===== config.mk =====
export PLATFORM = sky130hd
export DESIGN_NAME = banner_scroller_flat
export DESIGN_NICKNAME = d
export VERILOG_FILES = /design/src/rtl/banner_scroller_if.sv /design/src/rtl/banner_scroller.sv /design/src/flat_wrapper.sv
export SDC_FILE = /design/constraint.sdc
export NUM_CORES = 1
export LEC_CHECK = 0
export CAP_MARGIN = 5
export CORE_MARGIN = 2
export CORE_UTILIZATION = 30
export CTS_CLUSTER_SIZE = 10
export DETAILED_ROUTE_END_ITERATION = 10
export DONT_BUFFER_PORTS = 1
export GPL_TIMING_DRIVEN = 0
export HOLD_SLACK_MARGIN = 0.08
export PLACE_DENSITY = 0.48
export SYNTH_ARGS = -nofsm -noshare
export SYNTH_HDL_FRONTEND = slang
export SYNTH_SLANG_ARGS = --single-unit

===== constraint.sdc =====
create_clock -name clk -period 12.7 [get_ports clk]
set_input_delay 0.635 -clock clk [delete_from_list [all_inputs] [get_ports clk]]
set_output_delay 0.635 -clock clk [all_outputs]
set_load 0.01 [all_outputs]

===== src/rtl/banner_scroller_if.sv =====
// ---------------------------------------------------------------------------
// banner_scroller_if
//   Bundles the message-buffer write port, the scroll controls and the
//   display-side outputs of banner_scroller. clk and reset stay as plain
//   ports on the modules.
//
//   master : the controller that loads glyphs and drives go/stop/pause/dir.
//            It observes the display outputs.
//   slave  : banner_scroller itself.
//
//   Signals
//     wr_en, wr_addr[AW-1:0], wr_data[4:0] : glyph write into the buffer
//     len[AW:0]                            : message length, sampled on go
//     go, stop, pause, dir                 : scroll control
//     hex2, hex1, hex0 [4:0]               : window codes, left to right
//     dp_out[2:0], en_out[2:0]             : bit0 = hex2 ... bit2 = hex0
//     busy, wrap_pulse                     : status
// ---------------------------------------------------------------------------
interface banner_scroller_if #(
    parameter int AW = 4
);
    logic          wr_en;
    logic [AW-1:0] wr_addr;
    logic [4:0]    wr_data;
    logic [AW:0]   len;
    logic          go;
    logic          stop;
    logic          pause;
    logic          dir;

    logic [4:0]    hex2;
    logic [4:0]    hex1;
    logic [4:0]    hex0;
    logic [2:0]    dp_out;
    logic [2:0]    en_out;
    logic          busy;
    logic          wrap_pulse;

    modport master (
        output wr_en, wr_addr, wr_data, len, go, stop, pause, dir,
        input  hex2, hex1, hex0, dp_out, en_out, busy, wrap_pulse
    );

    modport slave (
        input  wr_en, wr_addr, wr_data, len, go, stop, pause, dir,
        output hex2, hex1, hex0, dp_out, en_out, busy, wrap_pulse
    );
endinterface


===== src/rtl/banner_scroller.sv =====
// ---------------------------------------------------------------------------
// banner_scroller
//   Holds a message of up to MSG_LEN 5-bit glyph codes and scrolls a
//   3-symbol window across it, one step every TICK_DIV clocks. The window
//   codes, decimal points and digit enables feed a 3-digit seven-segment
//   multiplexer directly.
//
//   Ports
//     clk    : system clock
//     reset  : asynchronous, active-high
//     bus    : banner_scroller_if.slave
//              write port  wr_en / wr_addr / wr_data
//              controls    len (sampled on go), go, stop, pause (level), dir
//              outputs     hex2/hex1/hex0, dp_out, en_out, busy, wrap_pulse
//
//   Window: hex2 = msg[pos], hex1 = msg[(pos+1) mod len], hex0 =
//   msg[(pos+2) mod len]. A decimal point lights on whichever digit shows
//   buffer index 0 so the viewer can see where the message starts.
//   All outputs are registered; they follow pos and the buffer one cycle
//   later. wrap_pulse is registered on the step edge itself, so it is high
//   in the cycle right after the step that crossed the boundary.
// ---------------------------------------------------------------------------
module banner_scroller #(
    parameter int MSG_LEN  = 16,
    parameter int AW       = 4,
    parameter int TICK_DIV = 12000000
) (
    input  logic              clk,
    input  logic              reset,
    banner_scroller_if.slave  bus
);

    localparam int            TW        = $clog2(TICK_DIV);
    localparam logic [TW-1:0] TICK_LAST = TW'(TICK_DIV - 1);
    localparam logic [4:0]    BLANK     = 5'h12;

    typedef enum logic [1:0] {
        IDLE   = 2'd0,
        RUN    = 2'd1,
        PAUSED = 2'd2
    } state_t;

    state_t        state_reg, state_next;
    logic [AW-1:0] pos_reg,   pos_next;
    logic [TW-1:0] tick_reg,  tick_next;
    logic [AW:0]   len_reg,   len_next;
    logic          wrap_next;

    logic [4:0]    hex2_reg, hex1_reg, hex0_reg;
    logic [2:0]    dp_reg;
    logic [2:0]    en_reg;
    logic          busy_reg;
    logic          wrap_reg;

    // Message buffer. Contents survive reset on purpose so a message can be
    // loaded once and replayed.
    logic [4:0]    msg_mem [MSG_LEN];

    always_ff @(posedge clk) begin
        if (bus.wr_en) begin
            msg_mem[bus.wr_addr] <= bus.wr_data;
        end
    end

    // go with a zero length is treated as if it never happened.
    logic        start;
    logic [AW:0] len_m1;

    assign start  = bus.go && (bus.len != '0);
    assign len_m1 = len_reg - (AW+1)'(1);

    // -----------------------------------------------------------------------
    // Window index chain. Each index is the previous plus one, folded back
    // by subtracting len_reg, so lengths that are not a power of two (and
    // lengths of 1 or 2, where symbols repeat) wrap correctly.
    // -----------------------------------------------------------------------
    logic [AW:0] win_idx  [3];
    logic [AW:0] win_inc  [2];
    logic [4:0]  win_code [3];
    logic [2:0]  win_dp;

    generate
        for (genvar gi = 0; gi < 3; gi++) begin : g_win
            if (gi == 0) begin : g_first
                assign win_idx[gi] = {1'b0, pos_reg};
            end else begin : g_next
                assign win_idx[gi] = (win_inc[gi-1] >= len_reg)
                                   ? (win_inc[gi-1] - len_reg)
                                   : win_inc[gi-1];
            end

            if (gi < 2) begin : g_inc
                assign win_inc[gi] = win_idx[gi] + (AW+1)'(1);
            end

            assign win_code[gi] = msg_mem[win_idx[gi][AW-1:0]];
            assign win_dp[gi]   = (win_idx[gi] == '0);
        end
    endgenerate

    // -----------------------------------------------------------------------
    // Next-state logic: control FSM plus tick counter and position.
    // Priority is stop > go > pause.
    // -----------------------------------------------------------------------
    always_comb begin
        state_next = state_reg;
        pos_next   = pos_reg;
        tick_next  = tick_reg;
        len_next   = len_reg;
        wrap_next  = 1'b0;

        case (state_reg)
            IDLE: begin
                tick_next = '0;
                if (start && !bus.stop) begin
                    state_next = RUN;
                    len_next   = bus.len;
                    pos_next   = '0;
                end
            end

            RUN, PAUSED: begin
                if (bus.stop) begin
                    state_next = IDLE;
                    pos_next   = '0;
                    tick_next  = '0;
                end else if (start) begin
                    // Restart from the top of the message with a fresh length.
                    state_next = bus.pause ? PAUSED : RUN;
                    len_next   = bus.len;
                    pos_next   = '0;
                    tick_next  = '0;
                end else if (state_reg == RUN) begin
                    // pause freezes immediately: the counter does not advance
                    // on the edge that moves us into PAUSED.
                    if (bus.pause) begin
                        state_next = PAUSED;
                    end else if (tick_reg == TICK_LAST) begin
                        tick_next = '0;
                        if (!bus.dir) begin
                            if ({1'b0, pos_reg} == len_m1) begin
                                pos_next  = '0;
                                wrap_next = 1'b1;
                            end else begin
                                pos_next  = pos_reg + 1'b1;
                            end
                        end else begin
                            if (pos_reg == '0) begin
                                pos_next  = len_m1[AW-1:0];
                                wrap_next = 1'b1;
                            end else begin
                                pos_next  = pos_reg - 1'b1;
                            end
                        end
                    end else begin
                        tick_next = tick_reg + 1'b1;
                    end
                end else if (!bus.pause) begin
                    state_next = RUN;
                end
            end

            default: begin
                state_next = IDLE;
                pos_next   = '0;
                tick_next  = '0;
            end
        endcase
    end

    // -----------------------------------------------------------------------
    // State and output registers.
    // -----------------------------------------------------------------------
    always_ff @(posedge clk or posedge reset) begin
        if (reset) begin
            state_reg <= IDLE;
            pos_reg   <= '0;
            tick_reg  <= '0;
            len_reg   <= '0;
            wrap_reg  <= 1'b0;
            hex2_reg  <= BLANK;
            hex1_reg  <= BLANK;
            hex0_reg  <= BLANK;
            dp_reg    <= 3'b000;
            en_reg    <= 3'b000;
            busy_reg  <= 1'b0;
        end else begin
            state_reg <= state_next;
            pos_reg   <= pos_next;
            tick_reg  <= tick_next;
            len_reg   <= len_next;
            wrap_reg  <= wrap_next;

            if (state_reg != IDLE) begin
                hex2_reg <= win_code[0];
                hex1_reg <= win_code[1];
                hex0_reg <= win_code[2];
                dp_reg   <= win_dp;
                en_reg   <= 3'b111;
                busy_reg <= 1'b1;
            end else begin
                hex2_reg <= BLANK;
                hex1_reg <= BLANK;
                hex0_reg <= BLANK;
                dp_reg   <= 3'b000;
                en_reg   <= 3'b000;
                busy_reg <= 1'b0;
            end
        end
    end

    assign bus.hex2       = hex2_reg;
    assign bus.hex1       = hex1_reg;
    assign bus.hex0       = hex0_reg;
    assign bus.dp_out     = dp_reg;
    assign bus.en_out     = en_reg;
    assign bus.busy       = busy_reg;
    assign bus.wrap_pulse = wrap_reg;

endmodule


===== src/flat_wrapper.sv =====
// flat-port wrapper written by rule: the top's interface ports become plain ports
module banner_scroller_flat 
#(
    parameter int MSG_LEN  = 16,
    parameter int AW       = 4,
    parameter int TICK_DIV = 12000000
)
  (clk, reset, bus_wr_en, bus_wr_addr, bus_wr_data, bus_len, bus_go, bus_stop, bus_pause, bus_dir, bus_hex2, bus_hex1, bus_hex0, bus_dp_out, bus_en_out, bus_busy, bus_wrap_pulse);
  banner_scroller_if #(.AW(AW)) bus_i ();
  input  logic clk;
  input  logic reset;
  input wire logic [$bits(bus_i.wr_en)-1:0] bus_wr_en;
  input wire logic [$bits(bus_i.wr_addr)-1:0] bus_wr_addr;
  input wire logic [$bits(bus_i.wr_data)-1:0] bus_wr_data;
  input wire logic [$bits(bus_i.len)-1:0] bus_len;
  input wire logic [$bits(bus_i.go)-1:0] bus_go;
  input wire logic [$bits(bus_i.stop)-1:0] bus_stop;
  input wire logic [$bits(bus_i.pause)-1:0] bus_pause;
  input wire logic [$bits(bus_i.dir)-1:0] bus_dir;
  output wire logic [$bits(bus_i.hex2)-1:0] bus_hex2;
  output wire logic [$bits(bus_i.hex1)-1:0] bus_hex1;
  output wire logic [$bits(bus_i.hex0)-1:0] bus_hex0;
  output wire logic [$bits(bus_i.dp_out)-1:0] bus_dp_out;
  output wire logic [$bits(bus_i.en_out)-1:0] bus_en_out;
  output wire logic [$bits(bus_i.busy)-1:0] bus_busy;
  output wire logic [$bits(bus_i.wrap_pulse)-1:0] bus_wrap_pulse;
  assign bus_i.wr_en = bus_wr_en;
  assign bus_i.wr_addr = bus_wr_addr;
  assign bus_i.wr_data = bus_wr_data;
  assign bus_i.len = bus_len;
  assign bus_i.go = bus_go;
  assign bus_i.stop = bus_stop;
  assign bus_i.pause = bus_pause;
  assign bus_i.dir = bus_dir;
  assign bus_hex2 = bus_i.hex2;
  assign bus_hex1 = bus_i.hex1;
  assign bus_hex0 = bus_i.hex0;
  assign bus_dp_out = bus_i.dp_out;
  assign bus_en_out = bus_i.en_out;
  assign bus_busy = bus_i.busy;
  assign bus_wrap_pulse = bus_i.wrap_pulse;
  banner_scroller #(.MSG_LEN(MSG_LEN), .AW(AW), .TICK_DIV(TICK_DIV)) u_core (.clk(clk), .reset(reset), .bus(bus_i));
endmodule

# --- Word-level counts from Yosys, hierarchy flattened ---
# Memory sizes are Yosys's and may differ from the RTL's.
# Index checks and enable logic that the tools add are counted.
# Widths: inputs -> output; s select.
totals:
  memories: 1
  mem_bits_rw: 80
  inputBits: 21
  register_bits: 58
classes:
  order_cmp: 2
  reduce_logical: 16
  muxes: 47
  addsub: 8
  n_eq_ne: 12
mem_list:
  columns: ["memory", "depth", "word_bits", "read_ports", "rd_clocked_by_memory_dff", "wr", "line", "source"]
  rows:
  - ["u_core.msg_mem", 16, 5, 3, 0, 1, "banner_scroller.sv:57", "logic [4:0] msg_mem [MSG_LEN];"]
op_table:
  columns: ["operator", "count"]
  rows:
  - ["$mux 24", 6]
  - ["$mux 5", 8]
  - ["$mux 4", 9]
  - ["$add 24x1->24 const B", 1]
  - ["$eq 24x24->1 const B", 1]
  - ["$logic_not 5->1", 3]
  - ["$mux 2", 7]
  - ["$mux 1", 12]
  - ["$ge 5x5->1", 2]
  - ["$pmux 5 s2", 1]
  - ["$sub 5x5->5", 2]
  - ["$ne 4x2->1 const B", 2]
  - ["$pmux 4 s2", 1]
  - ["$reduce_and 4->1", 2]
  - ["$mux 3", 2]
  - ["$add 4x1->5 const B", 1]
  - ["$add 5x1->5 const B", 1]
  - ["$eq 4x5->1", 1]
  - ["$ne 5x3->1 const B", 1]
  - ["$ne 5x4->1 const B", 1]
  - ["$reduce_bool 5->1", 1]
  - ["$sub 5x1->5 const B", 1]
  - ["$add 4x1->4 const B", 1]
  - ["$logic_not 4->1", 1]
  - ["14 further kinds", 17]

# --- Longest topological paths before layout ---
depth:
  depth_word: 10
  ltp_mapped: 25
  mapped_depth_nobuf: 20

# --- Least setup slack after synthesis ---
# No wires, ideal clock.
synth_timing:
  path_kind: "register -> register"
  from: "register u_core.pos_reg[1]"
  to: "register u_core.hex0_reg[0] (netlist: u_core.bus.hex0[0])"
  required_time_ns: 12.614
  n_path_buf: 5
  path_slack_ns: 7.215
  stages_incl_launch_ff: 24
  arrival_ns: 5.399
  setup_time_ns: 0.086
  cell_sequence: "dfrtp_1 > buf_2 > clkbuf_1 > inv_1 > ha_1 > ha_1 > nor2b_1 > o31ai_1 > a31oi_1 > or2_2 > inv_2 > clkbuf_1 > ha_1 > xnor2_1 > ha_1 > o21a_1 > o31a_1 > o22a_2 > a21oi_1 > buf_2 > buf_2 > mux2i_1 > mux2i_1 > o22ai_1"
synth_between:
  elab_chain_cells: 8
  word_cells_on_any_way: 10
synth_lines:
  columns: ["item", "line", "source"]
  rows:
  - ["from (decl)", "banner_scroller.sv:44", "logic [AW-1:0] pos_reg, pos_next;"]
  - ["from (signal assigned)", "banner_scroller.sv:189", "pos_reg <= pos_next;"]
  - ["$add 4x1->5 (*)", "banner_scroller.sv:93", "assign win_inc[gi] = win_idx[gi] + (AW+1)'(1);"]
  - ["$sub 5x5->5 or $ge 5x5->1 (tied branches)", "banner_scroller.sv:88, banner_scroller.sv:87", null]
  - ["$mux 5 (*)", "banner_scroller.sv:88", "? (win_inc[gi-1] - len_reg)"]
  - ["$add 5x1->5 (*)", "banner_scroller.sv:93", null]
  - ["$sub 5x5->5 or $ge 5x5->1 (tied branches)", "banner_scroller.sv:88, banner_scroller.sv:87", null]
  - ["$mux 5 (*)", "banner_scroller.sv:88", null]
  - ["$mem_v2 16x5 (*)", null, null]
  - ["$mux 5 (*)", "banner_scroller.sv:194", "if (state_reg != IDLE) begin"]
  - ["to (signal assigned)", "banner_scroller.sv:197", "hex0_reg <= win_code[2];"]
  - ["to (decl)", "banner_scroller.sv:49", "logic [4:0] hex2_reg, hex1_reg, hex0_reg;"]
# Mark *: on every way between the ends. The rest lies on a longest branch, timed or not.
# A chain may end at the register's enable or synchronous reset.

# --- Worst setup path in the final report ---
# Ends and elaborated chain as after synthesis.

==> impl_metrics.json <==
{
  "status": "finished with violations",
  "violations": "DRC",
  "grt_overflow_total": 0,
  "initial_utilization_pct": 30.6,
  "area_growth_syn_to_layout_pct": 12.4,
  "hold_path.class": "input port to async pin",
  "ys_top_cells_by_count": "mux2i_1 (100), edfxtp_1 (80), nand2_1 (71)",
  "largest_reg_flops": 80,
  "cts_tree": "yes",
  "grt_pass1_vias": 5698,
  "worstMarginPinSlew_ns": 1.23,
  "fin_setup_tns_ns": 0,
  "seqCellArea_um2": 3790,
  "final_nets": 794,
  "antenna_found_initial": 0,
  "ctsHoldBuffers": 0,
  "fin_crit_ns": 7.50,
  "async_reset_ff_share_pct": 40.7,
  "slew_headroom_pct": 17.7,
  "fillCellCount": 2701,
  "syn-num-nets": 774,
  "first_pass_iters": 8,
  "synth_area_leaders": "edfxtp_1 (30%), dfrtp_1 (15%), mux2i_1 (12%)",
  "path_max_fanout": 11,
  "drc": 5,
  "diodes": 0,
  "criticalPathCategory": "flip-flop to flip-flop",
  "yosys.area.top_type": "edfxtp_1",
  "synth_edf_count": 80,
  "drtAntennaViolNets": 0,
  "clkTransAtPathRegs_ns": 0.07,
  "dp_hpwl_mm": 16.8,
  "wl_met3_mm": 1.31,
  "dieArea_um2": 28000,
  "slew_violations": 0,
  "synth_area_um2": 8010,
  "cts_sinks": 135,
  "synthCells": 730,
  "num_vias": 5833,
  "cts_buffers": 17,
  "synth_ff_type": "edfxtp_1",
  "clk_path_buf_depth": 2,
  "yosys_register_bits": 135,
  "postCtsSetupBuffers": 0,
  "crit_arrival_ns": 7.81,
  "grt_max_degree": 32,
  "yosysMostFrequentCell": "mux2i_1",
  "port_buffers": 0,
  "syn_avg_cell_area_um2": 11.0,
  "finalWirelength_mm": 23.0,
  "clock_skew_ns": 0.0166,
  "critical_path.startpoint_type": "flip-flop",
  "grt_usage_pct": 16.8,
  "synth_warnings": 0,
  "hold_viol_final": 0,
  "via_per_inst": 5.31,
  "crit_required_ns": 13.01,
  "synth_top_cell_area_share_pct": 30.0,
  "wl_per_cell_um": 21.0,
  "drive_above_1_share_pct": 12.2,
  "die_h_um": 167,
  "routed.top_layer": "met4",
  "grt_setup_unrepaired": "false",
  "ios": 44,
  "cap_violations": 0,
  "post_cts_resized": 0,
  "grt_first_pass_wirelength_mm": 35.2,
  "post-route-util_pct": 34.4,
  "cts_root_buffer": "clkbuf_16",
  "rows": 59,
  "core_area_um2": 26100,
  "die_w_um": 167,
  "synth_cell_types": 68,
  "endpoint_kind": "flip-flop",
  "yosysSeqAreaShare_pct": 47.3,
  "dr_wl_met2_mm": 10.6,
  "period_share_pct": 59.0,
  "met1_length_mm": 10.9,
  "multi_input_area_um2": 3960,
  "gp_congestion": 0.842,
  "first_iter_violations": 500,
  "clock_latency_ns": 0.43,
  "setup_viol": 0,
  "fmax_mhz": 133,
  "htreeDepth": 4
}
-- routing by layer --
layer | global-route usage, % | up-vias
li1 | - | 2767
met1 | 23.9 | 2874
met2 | 26.4 | 172
met3 | 3.19 | 20
met4 | 4.16 | 0
met5 | 0 | -
-- logic make-up after synthesis --
| kind of cell | share of synthesized area (%) |
|---|---|
| AO/OA/AOI/OAI | 10.2 |
| buffers and inverters | 3.30 |
| multiplexers | 17.0 |
| XOR/XNOR | 3.61 |
| adder cells (fa/ha/maj) | 3.78 |
| flip-flops | 47.3 |
| AND/OR/NAND/NOR | 14.8 |
-- metrics by stage --
stage / instances / setup slack (ns) / hold slack (ns) / cell area (um2)
after floorplan: 730 / 7.22 / 0.498 / 8010
after global placement: 1065 / 5.27 / 0.528 / 8430
after detailed placement: 1066 / 5.30 / 0.532 / 8450
after CTS: 1098 / 5.24 / 0.186 / 9000
after global routing: 1098 / 4.69 / 0.215 / 9000
final: 1098 / 5.20 / 0.162 / 9000
-- worst paths after layout --
| kind | startpoint | slack [ns] | depth (start not counted) | endpoint |
|---|---|---|---|---|
| worst max-delay path | u_core.pos_reg[1] | 5.20 | 24 | u_core.bus.hex0[0] |
| worst min-delay path | reset | 0.16 | 1 | u_core.bus.dp_out[1] |
| worst max register to register | u_core.pos_reg[1] | 5.20 | 24 | u_core.bus.hex0[0] |
| worst min register to register | u_core.tick_reg[23] | 0.54 | 2 | u_core.tick_reg[23] |
| max in group asynchronous | reset | 11.95 | 2 | u_core.bus.hex1[3] |
| min in group clk | bus_wr_data[4] | 0.30 | 0 | u_core.msg_mem[12][4] |
-- cell type report --
type	instances	share of cell area (%)
clock inverters	13	1.35
flip-flops and latches	135	42.1
repair buffers	1	0.222
well taps	335	4.66
multi-input cells	540	44.0
inverters	20	0.834
plain buffers	35	2.10
clock buffers	19	4.81
-- worst max-delay path: stages (launching register included) --
cell	delay, ns
dfrtp_1	0.34
buf_2	0.34
clkbuf_1	0.60
inv_1	0.13
ha_1	0.38
ha_1	0.31
nor2b_1	0.16
o31ai_1	0.39
a31oi_1	0.24
or2_2	0.36
inv_2	0.13
clkbuf_1	0.61
ha_1	0.36
xnor2_1	0.12
ha_1	0.41
o21a_1	0.13
o31a_1	0.19
o22a_2	0.26
nor2_1	0.06
a21oi_1	0.36
buf_2	0.44
buf_2	0.39
mux2i_1	0.33
mux2i_1	0.13
o22ai_1	0.20
-- cell usage in the layout, fill, tap and decap left out, types with 11 or more instances in the layout --
master     Yosys  layout
buf_2         13      13
nor3_1        15      15
mux2i_1      100     100
dfrtp_1       49      49
xor2_1        16      16
o221ai_1      11      11
nand3_1       35      35
xnor2_1       17      17
nor2_1        65      65
a21oi_1       17      17
clkbuf_16      0      17
mux4_2        12      12
and3_1        12      12
edfxtp_1      80      80
inv_1         17      16
ha_1          21      21
clkbuf_1      13      15
o21ai_0       22      22
a31oi_1       14      14
nand2_1       71      71
Power is left out: the tool's default activity adds up to more than one toggle a clock period on the data nets, which glitch-free logic cannot reach.
